==> src/rtl/xor_frame_accumulator.sv <==
// xor_frame_accumulator: folds a valid/ready stream of WIDTH-bit words into one
// XOR word, parity bit, word count and forced-close flag per frame.
// A frame closes on in_last or after MAX_LEN words; one result is held until taken.
// Optional feature: define PARITY_CHECK_EN to add exp_parity/out_err.
module xor_frame_accumulator #(
    parameter int unsigned WIDTH   = 2,
    parameter int unsigned MAX_LEN = 8,
    parameter int unsigned CNT_W   = $clog2(MAX_LEN + 1)
) (
    input  logic             clk,
    input  logic             rst,
    input  logic             in_valid,
    output logic             in_ready,
    input  logic [WIDTH-1:0] in_data,
    input  logic             in_last,
    output logic             out_valid,
    input  logic             out_ready,
    output logic [WIDTH-1:0] out_word,
    output logic             out_parity,
    output logic [CNT_W-1:0] out_count,
    output logic             out_forced
`ifdef PARITY_CHECK_EN
    ,
    input  logic             exp_parity,
    output logic             out_err
`endif
);

    typedef enum logic {StAcc, StHold} state_e;

    state_e             state_q, state_d;
    logic [WIDTH-1:0]   acc_q, acc_d;
    logic [CNT_W-1:0]   count_q, count_d;
    logic [WIDTH-1:0]   out_word_q, out_word_d;
    logic [CNT_W-1:0]   out_count_q, out_count_d;
    logic               out_forced_q, out_forced_d;
`ifdef PARITY_CHECK_EN
    logic               out_err_q, out_err_d;
`endif

    logic               accept;
    logic               close;
    logic [WIDTH-1:0]   acc_next;
    logic [CNT_W-1:0]   cnt_next;

    // Next-state: accumulate in StAcc, latch result on close, release on handshake
    always_comb begin
        state_d      = state_q;
        acc_d        = acc_q;
        count_d      = count_q;
        out_word_d   = out_word_q;
        out_count_d  = out_count_q;
        out_forced_d = out_forced_q;
`ifdef PARITY_CHECK_EN
        out_err_d    = out_err_q;
`endif
        // in_ready is forced low during reset so nothing is accepted then
        in_ready  = (state_q == StAcc) && !rst;
        out_valid = (state_q == StHold);
        accept    = in_valid && in_ready;
        acc_next  = acc_q ^ in_data;
        cnt_next  = count_q + CNT_W'(1);
        // count_q never reaches MAX_LEN in StAcc, so cnt_next cannot wrap
        close     = in_last || (cnt_next == CNT_W'(MAX_LEN));

        unique case (state_q)
            StAcc: begin
                if (accept) begin
                    if (close) begin
                        out_word_d   = acc_next;
                        out_count_d  = cnt_next;
                        out_forced_d = !in_last;
`ifdef PARITY_CHECK_EN
                        out_err_d    = (^acc_next) != exp_parity;
`endif
                        acc_d        = '0;
                        count_d      = '0;
                        state_d      = StHold;
                    end else begin
                        acc_d   = acc_next;
                        count_d = cnt_next;
                    end
                end
            end
            StHold: begin
                if (out_ready) begin
                    state_d = StAcc;
                end
            end
            default: state_d = StAcc;
        endcase
    end

    // State and result registers with synchronous active-high reset
    always_ff @(posedge clk) begin
        if (rst) begin
            state_q      <= StAcc;
            acc_q        <= '0;
            count_q      <= '0;
            out_word_q   <= '0;
            out_count_q  <= '0;
            out_forced_q <= 1'b0;
`ifdef PARITY_CHECK_EN
            out_err_q    <= 1'b0;
`endif
        end else begin
            state_q      <= state_d;
            acc_q        <= acc_d;
            count_q      <= count_d;
            out_word_q   <= out_word_d;
            out_count_q  <= out_count_d;
            out_forced_q <= out_forced_d;
`ifdef PARITY_CHECK_EN
            out_err_q    <= out_err_d;
`endif
        end
    end

    assign out_word   = out_word_q;
    assign out_parity = ^out_word_q;
    assign out_count  = out_count_q;
    assign out_forced = out_forced_q;
`ifdef PARITY_CHECK_EN
    assign out_err    = out_err_q;
`endif

endmodule

==> config.mk <==
export PLATFORM = sky130hd
export DESIGN_NAME = xor_frame_accumulator
export DESIGN_NICKNAME = d
export VERILOG_FILES = /design/src/rtl/xor_frame_accumulator.sv
export SDC_FILE = /design/constraint.sdc
export NUM_CORES = 1
export LEC_CHECK = 0
export ABC_AREA = 1
export BUFFER_PORTS_ARGS = -buffer_cell sky130_fd_sc_hd__buf_4
export CAP_MARGIN = 30
export CORE_ASPECT_RATIO = 1.5
export CORE_MARGIN = 2
export CORE_UTILIZATION = 30
export CTS_BUF_LIST = sky130_fd_sc_hd__clkbuf_8
export CTS_CLUSTER_DIAMETER = 100
export DETAILED_ROUTE_END_ITERATION = 12
export PLACE_DENSITY = 0.54
export REMOVE_ABC_BUFFERS = 1
export SYNTH_ARGS = -nofsm -noshare
export SYNTH_HDL_FRONTEND = slang
export SYNTH_SLANG_ARGS = --single-unit
==> constraint.sdc <==
create_clock -name clk -period 1.3 [get_ports clk]
set_input_delay 0.065 -clock clk [delete_from_list [all_inputs] [get_ports clk]]
set_output_delay 0.065 -clock clk [all_outputs]
set_load 0.005 [all_outputs]
# After elaboration in Yosys (flattened, before gate mapping)
# Index checks and enable logic that the tools add are counted.
[op_classes]
mul = 0
mux = 6
reduce_logical = 8
n_bitwise = 2
add_sub_neg = 1
n_div = 0
eq_ne = 1
n_lt_le_gt_ge = 0
n_shift = 0
[ops]
columns = ["cell", "count"]
rows = [
  ["$add A4 B1 Y4 const B", 1],
  ["$eq A4 B4 Y1 const B", 1],
  ["$mux W4", 1],
  ["$mux W1", 3],
  ["$reduce_and A3 Y1", 1],
  ["$logic_and A1 B1 Y1", 2],
  ["$logic_not A1 Y1", 2],
  ["$mux W2", 1],
  ["$pmux W1 S2", 1],
  ["$reduce_and A2 Y1", 1],
  ["$reduce_xor A2 Y1", 1],
  ["$xor A2 B2 Y2", 1],
  ["$logic_or A1 B1 Y1", 1],
  ["$not A1 Y1", 1],
]
[totals]
ramBits = 0
latchBits = 0
elab_cells = 24
out_inout_bits = 10
mem_count = 0
mem_bits_ro = 0
regBits = 14

# Depth between registers and ports, before layout
[depth]
ltp_word = 6
mapped_depth = 9
depth_no_buf = 9

# Worst setup path before layout
# OpenSTA, ideal clock, no wires.
[synth_path]
kind = "register to register"
from = "register count_q[1]"
to = "register out_word_q[0], in the netlist out_word[0]"
path_stages_with_launch = 9
synth_period_minus_slack_ns = 1.188
setup_slack_ns = 0.112
n_path_buf = 0
arrival_time_ns = 1.056
path_cell_list = "dfxtp_1 -> ha_1 -> nand2_1 -> inv_1 -> nand3_4 -> nand2_4 -> nand2_4 -> nand2_1 -> a21oi_1"
[synth_via]
elab_chain_cells = 4
[synth_rtl]
columns = ["element", "line", "source"]
rows = [
  ["start: declaration", "33", "logic [CNT_W-1:0] count_q, count_d;"],
  ["start signal: assignment", "109", "count_q <= count_d;"],
  ["$add A4 B1 Y4", "62", "cnt_next = count_q + CNT_W'(1);"],
  ["$eq A4 B4 Y1", "64", "close = in_last || (cnt_next == CNT_W'(MAX_LEN));"],
  ["$logic_or A1 B1 Y1", "64", ""],
  ["$reduce_and A3 Y1 (no source line)", "n/a", ""],
  ["end signal: assignment", "110", "out_word_q <= out_word_d;"],
  ["end: declaration", "34", "logic [WIDTH-1:0] out_word_q, out_word_d;"],
]
# Every way passes these cells.
# A chain may end at the register's enable or synchronous reset.

# Worst setup path in the final report
[layout_path]
from = "register count_q[0]"
to = "register out_count_q[0], in the netlist out_count[0]"
[layout_via]
elab_chain_cells = 4
[layout_rtl]
columns = ["element", "line", "source"]
rows = [
  ["$add A4 B1 Y4 *", "62", ""],
  ["$eq A4 B4 Y1", "64", ""],
  ["$logic_or A1 B1 Y1", "64", ""],
  ["$reduce_and A3 Y1 (no source line)", "n/a", ""],
  ["end signal: assignment", "111", "out_count_q <= out_count_d;"],
  ["end: declaration", "35", "logic [CNT_W-1:0] out_count_q, out_count_d;"],
]
# Every way passes the cells marked *; elsewhere a longest branch is shown, timed or not.

==> results.json <==
{
  "status": "finished, final reports clean",
  "io_pins": 17,
  "crit_top_cell": "nand2_1",
  "gp_congestion": 0.735,
  "crit_path_end_kind": "flip-flop",
  "grt_max_degree": 14,
  "yosys.area_share.simple": 0.337,
  "max-slew-margin-rel": 0.855,
  "maxCapViolCount": 0,
  "synth_top_cell_by_area": "dfxtp_1",
  "synth.area.top_cells": "dfxtp_1 (42%), nand2_1 (9.6%), a21oi_1 (8.3%)",
  "worstPathCellList": "ha_1, nand2_1, inv_2, nand3_4, nand2_4, nand2_4, nand2_1, nand2_1, inv_1",
  "insertion_delay_ns": 0.25,
  "synthDistinctLibCells": 19,
  "num_antenna_cells": 0,
  "layout.nets": 117,
  "clock-sinks": 14,
  "cts_hold_buf": 0,
  "crit_buf_inv": 2,
  "crit_family": "simple AND/OR/NAND/NOR gates",
  "h-tree-depth": 1,
  "clockBufferDepth": 2,
  "pwr-share-clk": 0.382,
  "syn_avg_cell_area_um2": 7.82,
  "track_usage": 0.130,
  "cts_tree": "built",
  "remaining_drc_errors": 0,
  "crit_start": "count_q[0]",
  "coreArea_mm2": 0.00205,
  "drt_iter0_markers": 6,
  "cp.required_ns": 1.45,
  "grt_pass1_vias": 575,
  "cp_max_fo": 8,
  "placed_cell_area_um2": 838,
  "rsz0062_at_grt": "false",
  "hold_ws_ns": 0.0714,
  "clk_pin_slew_ns": 0.05,
  "yosys_warnings": 0,
  "fp.dieH_um": 61.6,
  "synth_fa_ha_area_frac": 0.0188,
  "netlist.area_leader.share": 0.422,
  "crit_arrival_ns": 1.35,
  "hold_start": "out_ready",
  "layout_min_cycle_time_ns": 1.20,
  "worst_clock_skew_ns": 0.00283,
  "start_util": 0.324,
  "final_area_um2": 880,
  "grt_pass1_wl_mm": 2.46,
  "crit_path_start_kind": "flip-flop",
  "hold_class": "input port to flip-flop",
  "cts_inserted_buffers": 3,
  "rows": 20,
  "ys_seq_area_frac": 0.422,
  "post-route-period-util": 0.924,
  "crit_slowest_cell": "dfxtp_1",
  "vias": 615,
  "ys.flop_type": "dfxtp_1",
  "antenna_found_initial": 0,
  "grt_remaining_overflow": 0,
  "path_class": "flip-flop to flip-flop",
  "synth_top_family_by_area": "simple AND/OR/NAND/NOR gates",
  "synthCells": 85,
  "p_int_uw": 703,
  "drv_slew": 0,
  "combPwrFrac": 0.127,
  "synthMuxAreaShare": 0,
  "yosysMostFrequentCell": "nand2_1",
  "hold_viol_final": 0,
  "viasPerCell": 4.77,
  "synth-xor-area-share": 0.0395,
  "avgRoutedWirePerCell_um": 11.1,
  "antenna_left": 0,
  "synth-compound-area-share": 0.109,
  "die_w_um": 42.4,
  "p_sw_uw": 217,
  "syn_area_um2": 664,
  "fmax_mhz": 832,
  "die_area_mm2": 0.00261,
  "finalSetupViolCount": 0,
  "dr.pass1.iters": 2,
  "p_leak_uw": 0.000421,
  "io_buffers": 16,
  "wl_mm": 1.44,
  "ir_drop_uv": 655,
  "p_per_area_mw_per_mm2": 1050,
  "cpPeakStageDelay_ns": 0.31,
  "dp_hpwl_mm": 1.13,
  "p_sw_frac": 0.236,
  "r2r-start": "count_q[0]",
  "seqPwrFrac": 0.491,
  "root_buffer": "clkbuf_8",
  "synth_edf_count": 0,
  "drive_gt1_frac": 0.355,
  "syn_to_final_growth_pct": 32.4,
  "worst_slew_pin_slew_ns": 0.216,
  "synth_common_cells": "nand2_1 (17), dfxtp_1 (14), a21oi_1 (11), inv_1 (10), nand3_1 (7)",
  "async_flop_share": 0,
  "final.setup.tns_ns": 0,
  "ys_seq_elements": 14
}
## area by class of cell
type,instances,area [µm²]
clock buffer,3,41.3
inverter,12,45.0
sequential,14,280
fill,214,1170
timing repair buffer,20,150
multi-input combinational,58,335
tap,22,27.5
## cells in the final DEF, fill, tap and decap left out
| cell | count |
|---|---|
| o21ai_0 | 1 |
| nand3_1 | 7 |
| nor2_4 | 1 |
| buf_4 | 20 |
| xor2_1 | 3 |
| nand3_4 | 1 |
| ha_1 | 1 |
| o21ai_1 | 1 |
| inv_1 | 9 |
| a22oi_1 | 1 |
| nand2_4 | 2 |
| dfxtp_1 | 14 |
| a21oi_1 | 11 |
| nand2_1 | 17 |
| nand4_1 | 1 |
| nor2_1 | 3 |
| nor2_2 | 2 |
| clkbuf_8 | 3 |
| inv_2 | 3 |
| nand2_2 | 5 |
| nand4_2 | 1 |
## through the flow
stage / setup slack (ns) / utilization / instances / power, µW
2_1_floorplan: 0.128 / - / 84 / 515
3_3_place_gp: 0.104 / 0.409 / 126 / 578
3_5_place_dp: 0.0842 / 0.409 / 126 / 578
4_1_cts: 0.0732 / 0.429 / 129 / 931
5_1_grt: 0.00813 / 0.429 / 129 / 968
6_report: 0.0986 / 0.429 / 129 / 920
## final timing paths
check	end	slack, ns	depth (start not counted)
max	out_count[0]	0.1	9
min	out_valid	0.07	4
max reg2reg	out_count[0]	0.1	9
min reg2reg	out_count[2]	0.46	2
## registers in the layout, indices dropped and copies added, names as in the netlist
register	count
count_q	4
out_count	4
acc_q	2
out_word	2
out_forced	1
out_valid	1
## worst min-delay path: cells and delay by family
family / cells / cell delay (ns)
buffers and inverters: 2 / 0.11
AOI/OAI and AO/OA: 1 / 0.06
and+or+nand+nor: 1 / 0.04
## per-layer routing
metal | wire (µm) | GRT usage | vias to the layer above
met5 | 0 | 0 | -
met4 | 52 | 0.107 | 0
met3 | 62 | 0.0293 | 5
met2 | 714 | 0.213 | 14
met1 | 606 | 0.143 | 278
li1 | - | - | 318
## power groups by stage
stage / Combinational (µW) / Clock (µW) / Sequential (µW)
floorplan: 53.9 / 0 / 461
CTS: 118 / 361 / 452
global placement: 118 / 0 / 460
global route: 130 / 384 / 453
finish: 117 / 351 / 451
detailed placement: 117 / 0 / 461
## cells by family after synthesis
logic type / count (synthesis)
simple gates: 40
compound gates: 14
flops: 14
buf+inv: 13
xor+xnor: 3
fa+ha+maj: 1
## repair_timing
action	in CTS	in global routing
resized for setup	0	2
buffers inserted	0	0
endpoints found under the hold margin	0	0
endpoints found under the setup margin	0	6
Note: power is estimated with default switching activity, not from simulation.
